==> src/rtl/vga_timing_if.sv <==
`default_nettype none
// +------------------------------------------------------------------+
// | Module   : vga_timing_if                                         |
// | Purpose  : Pixel strobe, colour request/return and VGA pin bus   |
// |            between the raster timing generator and its users.    |
// | Revision : 1.0                                                   |
// +------------------------------------------------------------------+
interface vga_timing_if;
  logic       pix_en;
  logic [5:0] color_in;
  logic [9:0] colPos;
  logic [9:0] rowPos;
  logic       on;
  logic       hsync;
  logic       vsync;
  logic [1:0] vga_r;
  logic [1:0] vga_g;
  logic [1:0] vga_b;
  logic       frame_start;

  // Timing generator side: consumes strobe and colour, drives position and pins.
  modport master (
    input  pix_en, color_in,
    output colPos, rowPos, on, hsync, vsync, vga_r, vga_g, vga_b, frame_start
  );

  // Compositor / board side: supplies strobe and colour, observes the rest.
  modport slave (
    output pix_en, color_in,
    input  colPos, rowPos, on, hsync, vsync, vga_r, vga_g, vga_b, frame_start
  );
endinterface
`default_nettype wire

==> src/rtl/vga_timing.sv <==
`default_nettype none
// +------------------------------------------------------------------+
// | Module   : vga_timing                                            |
// | Purpose  : 640x480@60 raster counter with a one-stage registered |
// |            colour/sync output so pins stay mutually aligned.     |
// | Revision : 1.0                                                   |
// +------------------------------------------------------------------+
module vga_timing #(
  parameter int H_ACTIVE    = 640,
  parameter int H_FP        = 16,
  parameter int H_SYNC      = 96,
  parameter int H_BP        = 48,
  parameter int V_ACTIVE    = 480,
  parameter int V_FP        = 10,
  parameter int V_SYNC      = 2,
  parameter int V_BP        = 33,
  parameter bit SYNC_ACTIVE = 1'b0
) (
  input  wire logic    clk,
  input  wire logic    reset,
  vga_timing_if.master bus
);

  localparam int        c_H_TOTAL  = H_ACTIVE + H_FP + H_SYNC + H_BP;
  localparam int        c_V_TOTAL  = V_ACTIVE + V_FP + V_SYNC + V_BP;
  localparam logic [9:0] c_H_LAST  = 10'(c_H_TOTAL - 1);
  localparam logic [9:0] c_V_LAST  = 10'(c_V_TOTAL - 1);
  localparam logic [9:0] c_H_ACT   = 10'(H_ACTIVE);
  localparam logic [9:0] c_V_ACT   = 10'(V_ACTIVE);
  localparam logic [9:0] c_HS_FIRST = 10'(H_ACTIVE + H_FP);
  localparam logic [9:0] c_HS_LAST  = 10'(H_ACTIVE + H_FP + H_SYNC - 1);
  localparam logic [9:0] c_VS_FIRST = 10'(V_ACTIVE + V_FP);
  localparam logic [9:0] c_VS_LAST  = 10'(V_ACTIVE + V_FP + V_SYNC - 1);

  logic [9:0] r_h_cnt;
  logic [9:0] r_v_cnt;
  logic [5:0] r_rgb;
  logic       r_hsync;
  logic       r_vsync;

  logic       w_h_last;
  logic       w_v_last;
  logic       w_on;
  logic       w_hs_zone;
  logic       w_vs_zone;

  assign w_h_last  = (r_h_cnt == c_H_LAST);
  assign w_v_last  = (r_v_cnt == c_V_LAST);
  // reset forces blanking so the compositor never sees a visible pixel mid-reset
  assign w_on      = (r_h_cnt < c_H_ACT) && (r_v_cnt < c_V_ACT) && !reset;
  assign w_hs_zone = (r_h_cnt >= c_HS_FIRST) && (r_h_cnt <= c_HS_LAST);
  assign w_vs_zone = (r_v_cnt >= c_VS_FIRST) && (r_v_cnt <= c_VS_LAST);

  // Raster counters: horizontal wraps each line, vertical steps on that wrap.
  always_ff @(posedge clk) begin
    if (reset) begin
      r_h_cnt <= '0;
      r_v_cnt <= '0;
    end else if (bus.pix_en) begin
      if (w_h_last) begin
        r_h_cnt <= '0;
        r_v_cnt <= w_v_last ? '0 : r_v_cnt + 10'd1;
      end else begin
        r_h_cnt <= r_h_cnt + 10'd1;
      end
    end
  end

  // Output stage: colour and both syncs share one pixel of latency.
  always_ff @(posedge clk) begin
    if (reset) begin
      r_rgb   <= '0;
      r_hsync <= ~SYNC_ACTIVE;
      r_vsync <= ~SYNC_ACTIVE;
    end else if (bus.pix_en) begin
      r_rgb   <= w_on ? bus.color_in : 6'b000000;
      r_hsync <= w_hs_zone ? SYNC_ACTIVE : ~SYNC_ACTIVE;
      r_vsync <= w_vs_zone ? SYNC_ACTIVE : ~SYNC_ACTIVE;
    end
  end

  assign bus.colPos      = r_h_cnt;
  assign bus.rowPos      = r_v_cnt;
  assign bus.on          = w_on;
  assign bus.hsync       = r_hsync;
  assign bus.vsync       = r_vsync;
  assign bus.vga_r       = r_rgb[5:4];
  assign bus.vga_g       = r_rgb[3:2];
  assign bus.vga_b       = r_rgb[1:0];
  assign bus.frame_start = bus.pix_en && w_h_last && w_v_last && !reset;

endmodule
`default_nettype wire
==> src/flat_wrapper.sv <==
// flat-port wrapper written by rule: the top's interface ports become plain ports
module vga_timing_flat 
#(
  parameter int H_ACTIVE    = 640,
  parameter int H_FP        = 16,
  parameter int H_SYNC      = 96,
  parameter int H_BP        = 48,
  parameter int V_ACTIVE    = 480,
  parameter int V_FP        = 10,
  parameter int V_SYNC      = 2,
  parameter int V_BP        = 33,
  parameter bit SYNC_ACTIVE = 1'b0
)
  (clk, reset, bus_pix_en, bus_color_in, bus_colPos, bus_rowPos, bus_on, bus_hsync, bus_vsync, bus_vga_r, bus_vga_g, bus_vga_b, bus_frame_start);
  vga_timing_if bus_i ();
  input  wire logic clk;
  input  wire logic reset;
  input wire logic [$bits(bus_i.pix_en)-1:0] bus_pix_en;
  input wire logic [$bits(bus_i.color_in)-1:0] bus_color_in;
  output wire logic [$bits(bus_i.colPos)-1:0] bus_colPos;
  output wire logic [$bits(bus_i.rowPos)-1:0] bus_rowPos;
  output wire logic [$bits(bus_i.on)-1:0] bus_on;
  output wire logic [$bits(bus_i.hsync)-1:0] bus_hsync;
  output wire logic [$bits(bus_i.vsync)-1:0] bus_vsync;
  output wire logic [$bits(bus_i.vga_r)-1:0] bus_vga_r;
  output wire logic [$bits(bus_i.vga_g)-1:0] bus_vga_g;
  output wire logic [$bits(bus_i.vga_b)-1:0] bus_vga_b;
  output wire logic [$bits(bus_i.frame_start)-1:0] bus_frame_start;
  assign bus_i.pix_en = bus_pix_en;
  assign bus_i.color_in = bus_color_in;
  assign bus_colPos = bus_i.colPos;
  assign bus_rowPos = bus_i.rowPos;
  assign bus_on = bus_i.on;
  assign bus_hsync = bus_i.hsync;
  assign bus_vsync = bus_i.vsync;
  assign bus_vga_r = bus_i.vga_r;
  assign bus_vga_g = bus_i.vga_g;
  assign bus_vga_b = bus_i.vga_b;
  assign bus_frame_start = bus_i.frame_start;
  vga_timing #(.H_ACTIVE(H_ACTIVE), .H_FP(H_FP), .H_SYNC(H_SYNC), .H_BP(H_BP), .V_ACTIVE(V_ACTIVE), .V_FP(V_FP), .V_SYNC(V_SYNC), .V_BP(V_BP), .SYNC_ACTIVE(SYNC_ACTIVE)) u_core (.clk(clk), .reset(reset), .bus(bus_i));
endmodule
==> config.mk <==
export PLATFORM = sky130hd
export DESIGN_NAME = vga_timing_flat
export DESIGN_NICKNAME = d
export VERILOG_FILES = /design/src/rtl/vga_timing_if.sv /design/src/rtl/vga_timing.sv /design/src/flat_wrapper.sv
export SDC_FILE = /design/constraint.sdc
export NUM_CORES = 1
export LEC_CHECK = 0
export ABC_AREA = 1
export CORE_UTILIZATION = 52
export DETAILED_ROUTE_END_ITERATION = 8
export HOLD_SLACK_MARGIN = 0.05
export PLACE_DENSITY = 0.92
export SLEW_MARGIN = 20
export SYNTH_ARGS = -nofsm -noshare
export SYNTH_HDL_FRONTEND = slang
export SYNTH_SLANG_ARGS = --single-unit
==> constraint.sdc <==
create_clock -name clk -period 3.1 [get_ports clk]
set_input_delay 0.62 -clock clk [delete_from_list [all_inputs] [get_ports clk]]
set_output_delay 0.62 -clock clk [all_outputs]
set_load 0.01 [all_outputs]
==> results of run 1 <==
==> cell families after synthesis <==
logic type	after synthesis	synth area share
buf+inv	33	0.0849
flops	28	0.373
xor+xnor	1	0.00582
fa+ha+maj	5	0.0416
simple gates	126	0.396
compound gates	28	0.0990
==> metal layers <==
layer	vias to the layer above	part of all wire	track usage
met5	-	0	0
met4	0	0.013	0.0893
met3	5	0.043	0.0233
met2	41	0.44	0.368
met1	701	0.50	0.329
li1	795	-	-
==> flip-flops by register name, summed over array words and instances, names as in the netlist <==
name               count
u_core.bus.colPos     10
u_core.bus.rowPos     10
u_core.r_rgb           6
u_core.bus.hsync       1
u_core.bus.vsync       1
==> worst min-delay path, delay by kind of cell (launching register included) <==
kind,cells,cell delay [ps]
AOI/OAI and AO/OA,1,70
and+or+nand+nor,1,50
DFF,1,360
==> cells in the final DEF, fill, tap and decap left out <==
cell type	netlist	final
a211oi_1	2	2
a21oi_1	10	10
and2_2	1	1
buf_4	1	3
clkbuf_4	0	3
clkbuf_8	0	1
clkdlybuf4s50_1	0	38
dfxtp_1	28	28
ha_1	5	5
inv_1	27	27
inv_2	4	4
nand2_1	45	45
nand2_2	5	5
nand2_4	3	3
nand3_1	18	18
nand3_2	1	1
nand4_1	4	4
nor2_1	34	34
nor2_2	3	3
nor2_4	3	3
nor3_1	7	7
nor3b_1	1	1
nor4_1	1	1
o21ai_0	12	12
o21ai_1	2	2
o21bai_1	1	1
o22ai_1	1	1
xor2_1	1	1
==> stage by stage <==
stage / setup WS (ps) / cells / cell area [sq um] / total power [mW]
after detailed placement: 170 / 291 / 1930 / 0.454
after CTS: 148 / 295 / 1970 / 0.630
after global placement: 180 / 291 / 1930 / 0.453
after floorplan: 1060 / 221 / 1500 / 0.415
after global routing: 59.8 / 295 / 1970 / 0.647
final: 150 / 295 / 1970 / 0.629
==> power groups by stage <==
| stage | Sequential, mW | Clock [mW] | Combinational, mW |
|---|---|---|---|
| CTS | 0.375 | 0.184 | 0.0719 |
| floorplan | 0.386 | 0 | 0.0295 |
| detailed placement | 0.382 | 0 | 0.0717 |
| global placement | 0.382 | 0 | 0.0709 |
| global route | 0.376 | 0.193 | 0.0782 |
| finish | 0.375 | 0.182 | 0.0717 |
==> cell usage after synthesis, types with 2 or more instances <==
cell type,count,share of area
a211oi_1,2,0.010
a21oi_1,10,0.033
dfxtp_1,28,0.37
ha_1,5,0.042
inv_1,27,0.067
inv_2,4,0.010
nand2_1,45,0.11
nand2_2,5,0.021
nand2_4,3,0.022
nand3_1,18,0.060
nand4_1,4,0.017
nor2_1,34,0.085
nor2_2,3,0.012
nor2_4,3,0.022
nor3_1,7,0.023
o21ai_0,12,0.040
o21ai_1,2,0.0067
==> worst min-delay path by stage <==
stage	slack, ps	startpoint	depth (start not counted)	end
3_5_place_dp	470	u_core.bus.hsync$_SDFFE_PP1P_	2	u_core.bus.hsync$_SDFFE_PP1P_
3_3_place_gp	460	u_core.bus.vsync$_SDFFE_PP1P_	2	u_core.bus.vsync$_SDFFE_PP1P_
2_1_floorplan	500	u_core.bus.hsync$_SDFFE_PP1P_	2	u_core.bus.hsync$_SDFFE_PP1P_
5_1_grt	530	u_core.bus.vsync$_SDFFE_PP1P_	2	u_core.bus.vsync$_SDFFE_PP1P_
4_1_cts	500	u_core.bus.hsync$_SDFFE_PP1P_	2	u_core.bus.hsync$_SDFFE_PP1P_
6_report	500	u_core.bus.hsync$_SDFFE_PP1P_	2	u_core.bus.hsync$_SDFFE_PP1P_
==> area by class of cell <==
class / count / area [sq um] / share of cell area
multi-input cells: 160 / 816 / 0.414
flip-flops and latches: 28 / 561 / 0.284
repair buffers: 41 / 403 / 0.204
inverters: 31 / 116 / 0.0590
well taps: 31 / 38.8 / 0.0197
clock buffers: 4 / 36.3 / 0.0184
==> summary.txt, run 1 <==
Global route
  • Total gr overflow: 0
  • Largest net degree at the start of global routing: 18
  • Initial antenna violation count: 0
  • Gr usage total: 0.233
  • Vias in the first global route: 1285
  • First-pass GRT wire length: 5810 um

Critical path
  • Worst r2r path cells: 8
  • Reg2reg setup slack: 1580 ps
  • Worst setup EP type: output port
  • RR Startpoint: u_core.bus.colPos[1]$_SDFFE_PP0P_
  • Delay-heaviest family, CP: buffers and inverters
  • CP max stage cell: clkdlybuf4s50_1
  • CP max stage delay: 600 ps
  • Worst EP arrival: 2330 ps
  • Worst path cell trace: clkdlybuf4s50_1 > nand2_2 > nor2_4 > nand2_4 > nor4_1 > clkdlybuf4s50_1
  • Most frequent CP cell: clkdlybuf4s50_1
  • Crit path from: bus_pix_en
  • Worst EP required: 2480 ps
  • Crit Path Class: in2out
  • Crit path depth: 6
  • Worst R2R End: u_core.bus.rowPos[0]$_SDFFE_PP0P_
  • Worst Setup Start Kind: input pin
  • Setup crit end: bus_frame_start
  • Crit Path Max Fanout: 8
  • CP bufs+invs: 2

Drt
  • Final ANT Viol Nets: 0
  • DR vias/cell: 5.23
  • Routed WL: 3480 um
  • Drt first pass iters: 4
  • Remaining DRCs: 0
  • Initial DRC Count: 30
  • Via count: 1542
  • Post-DR wirelength/cell: 11.8 um

Logic synthesis
  • Post-Syn Nets: 235
  • Cell variety after synth: 26
  • Async set or reset register ratio after synthesis: 0
  • Syn Area/Cell: 6.81 sq um
  • Synth Cell Area: 0.00150 sq mm
  • Seq/Total Area, Yosys: 0.373
  • Yosys reg bits: 28
  • Post-synth EDFFs: 0
  • Syn Inst Count: 221
  • YS warnings: 0
  • Top_reg_cell synth: dfxtp_1

Floorplan
  • DIE HEIGHT: 55.8 um
  • Chip width: 55.8 um
  • Core Rows: 19
  • Die ar.: 0.00311 sq mm
  • Initial core utilization: 0.545
  • I/O pin count: 39
  • Core Box Area: 0.00276 sq mm

Status
  • Run status: completed

Timing
  • FMAX: 0.339 GHz
  • Final setup skew: 6.74 ps
  • Fin. Hold Viols: 0
  • Final period util: 0.952
  • Hold Slack: 502 ps
  • Worst-Margin Slew: 326 ps
  • Post-layout min period: 2950 ps
  • Slew headroom: 0.781
  • Setup-failing EPs final: 0
  • Pins Over Slew Limit: 0
  • RSZ-0062 raised after global routing: no
  • Setup TNS: 0 ps

Clock tree
  • Post-CTS setup buffer count: 0
  • CTS H-Tree Depth: 1
  • Gates resized, CTS repair: 0
  • CTS Buf Count: 3
  • CTS root buffer: clkbuf_4
  • Clk buf depth: 2
  • Sink Count: 28
  • Hold buffers post-CTS: 0
  • Clock-pin slew on the worst setup and hold paths: 150 ps
  • TritonCTS clock tree: yes
  • Clk_lat worst skew: 330 ps

Flow run
  • Max Cap Viol: 0

Place
  • Gpl congestion: 0.899
  • Buffers on Ports: 38
  • Dpl hpwl: 2640 um

Hold path
  • Hold Crit Class: reg2reg

Finish
  • Layout Nets: 279
  • N_diodes: 0
  • Final core utilization: 0.715
  • Fill count: 238
  • Layout cells sized above 1: 0.102
  • Area growth from synthesis to layout: 31.0%

Power and ir drop
  • Clock share of power: 0.290
  • Lkg Pwr: 0.817 nW
  • Reg power frac: 0.596
  • Worst vdd ir: 0.332 mV
  • NetSw: 0.150 mW
  • Switching part of the total: 0.239
  • Power density over the cells: 319 mW/mm^2
  • P_int: 0.478 mW
  • Gate power share: 0.114
No activity file was read; power rests on OpenSTA's default activity.
==> run 2: changes to the inputs <==
--- a/config.mk
+++ b/config.mk
@@ -6,10 +6,11 @@
 export NUM_CORES = 1
 export LEC_CHECK = 0
 export ABC_AREA = 1
-export CORE_UTILIZATION = 52
+export ABC_CLOCK_PERIOD_IN_PS = 2700
+export CORE_UTILIZATION = 43
 export DETAILED_ROUTE_END_ITERATION = 8
 export HOLD_SLACK_MARGIN = 0.05
-export PLACE_DENSITY = 0.92
+export PLACE_DENSITY = 0.83
 export SLEW_MARGIN = 20
 export SYNTH_ARGS = -nofsm -noshare
 export SYNTH_HDL_FRONTEND = slang
==> constraint.sdc (replaced) <==
create_clock -name clk -period 2.7 [get_ports clk]
set_input_delay 0.81 -clock clk [delete_from_list [all_inputs] [get_ports clk]]
set_output_delay 0.81 -clock clk [all_outputs]
set_load 0.01 [all_outputs]
==> run 2 against run 1 <==
  * Flip-flop and latch count unchanged
  * Register-to-register slack worse by 520 ps
  * Total power up 26%
  * Clock-buffer cell count down 1
  * Critical path depth down 1
  * Wire length up 5.1%
  * Clock power up 54%
  * Largest power group unchanged
  * Setup slack better by 30 ps
  * Die area up 20%
==> summary.txt, run 2 (same netlist as run 1, synthesis figures left out) <==
Drt
  • Met2 routed WL: 1690 um (+11%)
  • Wire length on met3: 200 um (+34%)
  • Initial DRC Count: 61 (+100%)
  • DR vias/cell: 5.00 (-4.3%)
  • Drt first pass iters: 6 (+2)
  • Wl on met1: 1730 um (-1.5%)
  • Post-DR wirelength/cell: 11.6 um (-1.6%)
  • Highest metal used: met4
  • Final ANT Viol Nets: 0 (unchanged)
  • Remaining DRCs: 0 (unchanged)
  • Routed WL: 3650 um (+5.1%)
  • Via count: 1575 (+2.1%)

Power and ir drop
  • NetSw: 0.178 mW (+18%)
  • Switching part of the total: 0.224 (-0.0155)
  • Lkg Pwr: 0.864 nW (+5.8%)
  • Worst vdd ir: 0.207 mV (-38%)
  • Clock share of power: 0.354 (+0.064)
  • Power density over the cells: 387 mW/mm^2 (+21%)
  • Gate power share: 0.104 (-0.010)
  • Reg power frac: 0.541 (-0.055)
  • P_int: 0.617 mW (+29%)

Floorplan
  • DIE HEIGHT: 61.1 um (+9.6%)
  • Chip width: 61.1 um (+9.6%)
  • Core Box Area: 0.00334 sq mm (+21%)
  • I/O pin count: 39 (unchanged)
  • Initial core utilization: 0.451 (-0.0947)
  • Core Rows: 21 (+2)
  • Die ar.: 0.00374 sq mm (+20%)

Timing
  • Worst-Margin Slew: 422 ps (+95.8 ps)
  • Slew headroom: 0.717 (-0.0644)
  • Hold Slack: 510 ps (+7.87 ps)
  • Final period util: 0.934
  • Final setup skew: 9.65 ps (+2.92 ps)
  • FMAX: 0.397 GHz
  • RSZ-0062 raised after global routing: no
  • Setup-failing EPs final: 0 (unchanged)
  • Pins Over Slew Limit: 0 (unchanged)
  • Fin. Hold Viols: 0 (unchanged)
  • Post-layout min period: 2520 ps

Critical path
  • Delay-heaviest family, CP: buffers and inverters
  • Crit Path Max Fanout: 3 (-5)
  • Worst Setup Start Kind: input pin
  • Most frequent CP cell: dlygate4sd2_1
  • RR Startpoint: u_core.bus.colPos[0]$_SDFFE_PP0P_
  • Worst setup EP type: output port
  • Crit Path Class: in2out
  • Reg2reg setup slack: 1060 ps (-520 ps)
  • CP max stage delay: 290 ps (-310 ps)
  • Worst path cell trace: dlygate4sd2_1 > inv_2 > nand3_1 > nor3_1 > dlygate4sd2_1
  • Worst R2R End: u_core.bus.rowPos[7]$_SDFFE_PP0P_
  • Worst r2r path cells: 9 (+1)
  • Worst EP arrival: 1710 ps (-620 ps)
  • CP bufs+invs: 3 (+1)
  • Worst EP required: 1890 ps (-590 ps)
  • CP max stage cell: dlygate4sd2_1

Global route
  • Vias in the first global route: 1399 (+8.9%)
  • First-pass GRT wire length: 6150 um (+5.8%)
  • Total gr overflow: 0 (unchanged)
  • Largest net degree at the start of global routing: 18 (unchanged)
  • Gr usage total: 0.218 (-0.0149)
  • Initial antenna violation count: 0 (unchanged)

Hold path
  • WHS Endpoint: u_core.bus.vsync$_SDFFE_PP1P_
  • Hold Path Depth: 2 (unchanged)
  • Hold Crit Class: reg2reg
  • Hold_sp: u_core.bus.vsync$_SDFFE_PP1P_

Flow run
  • Max Cap Viol: 0 (unchanged)

Finish
  • Commonest non-fill, non-tap cells in the layout: nand2_1 (45), nor2_1 (34), clkdlybuf4s50_1 (34), dfxtp_1 (28), inv_1 (27)
  • Final core utilization: 0.614 (-0.100)
  • Layout Nets: 284 (+1.8%)
  • Fill count: 323 (+36%)
  • N_diodes: 0 (unchanged)
  • Layout cells sized above 1: 0.126 (+0.0241)
  • Area growth from synthesis to layout: 36.3%
  • Most common cell after layout, fill and taps aside: nand2_1

Clock tree
  • CTS H-Tree Depth: 1 (unchanged)
  • Clk_lat worst skew: 340 ps (about the same)
  • Clk buf depth: 2 (unchanged)
  • Clock-pin slew on the worst setup and hold paths: 160 ps (about the same)
  • CTS Buf Count: 3 (unchanged)
  • CTS root buffer: clkbuf_4
  • Post-CTS setup buffer count: 0 (unchanged)
  • TritonCTS clock tree: yes
  • Sink Count: 28 (unchanged)

Place
  • Buffers on Ports: 38 (unchanged)
  • Dpl hpwl: 2760 um (+4.4%)
  • Gpl congestion: 0.846 (-5.9%)

Status
  • Run status: completed
-- run 2: stage by stage --
stage | instances | cell area [sq um] | power, mW | TNS [ps] | setup slack [ps]
CTS | 315 | 2050 | 0.802 | 0 | 164
global route | 315 | 2050 | 0.829 | 0 | 90.4
detailed placement | 311 | 1990 | 0.522 | -830 | -523
global placement | 311 | 1990 | 0.521 | -839 | -553
finish | 315 | 2050 | 0.794 | 0 | 179
floorplan | 221 | 1500 | 0.477 | 0 | 276
-- run 2: what timing repair did --
item,4_1_cts,5_1_grt
endpoints found under the setup margin,2,0
gates resized for setup,9,0
hold buffers,0,0
-- run 2: tightest hold or removal path: stages (launching register included) --
cell,delay [ps]
dfxtp_1,370
a21oi_1,70
nand2_1,50
-- run 2: worst max-delay path by stage --
stage | from | to | slack (ps) | depth (start not counted)
after detailed placement | bus_pix_en | bus_frame_start | -520 | 6
after CTS | reset | bus_on | 160 | 5
after global placement | bus_pix_en | bus_frame_start | -550 | 6
after global routing | u_core.bus.colPos[0]$_SDFFE_PP0P_ | bus_frame_start | 90 | 6
after floorplan | bus_pix_en | bus_frame_start | 280 | 5
final | reset | bus_on | 180 | 5
-- run 2: routing by layer --
layer | up-vias | track usage
met5 | - | 0
met3 | 6 | 0.0357
met2 | 55 | 0.360
met1 | 708 | 0.296
met4 | 0 | 0.0584
li1 | 806 | -
-- run 2: area by class of cell --
class / instances / area (sq um) / share of cell area
well taps: 46 / 57.6 / 0.0281
multi-input cells: 160 / 831 / 0.405
clock inverters: 1 / 30.0 / 0.0147
inverters: 31 / 116 / 0.0568
repair buffers: 46 / 432 / 0.211
clock buffers: 3 / 22.5 / 0.0110
flip-flops and latches: 28 / 561 / 0.274
-- run 2: power groups by stage --
stage          Sequential, mW  Clock, mW  Combinational [mW]
2_1_floorplan           0.443          0              0.0338
3_3_place_gp            0.438          0              0.0830
3_5_place_dp            0.439          0              0.0838
4_1_cts                 0.430      0.288              0.0833
5_1_grt                 0.432      0.306              0.0914
6_report                0.430      0.281              0.0828
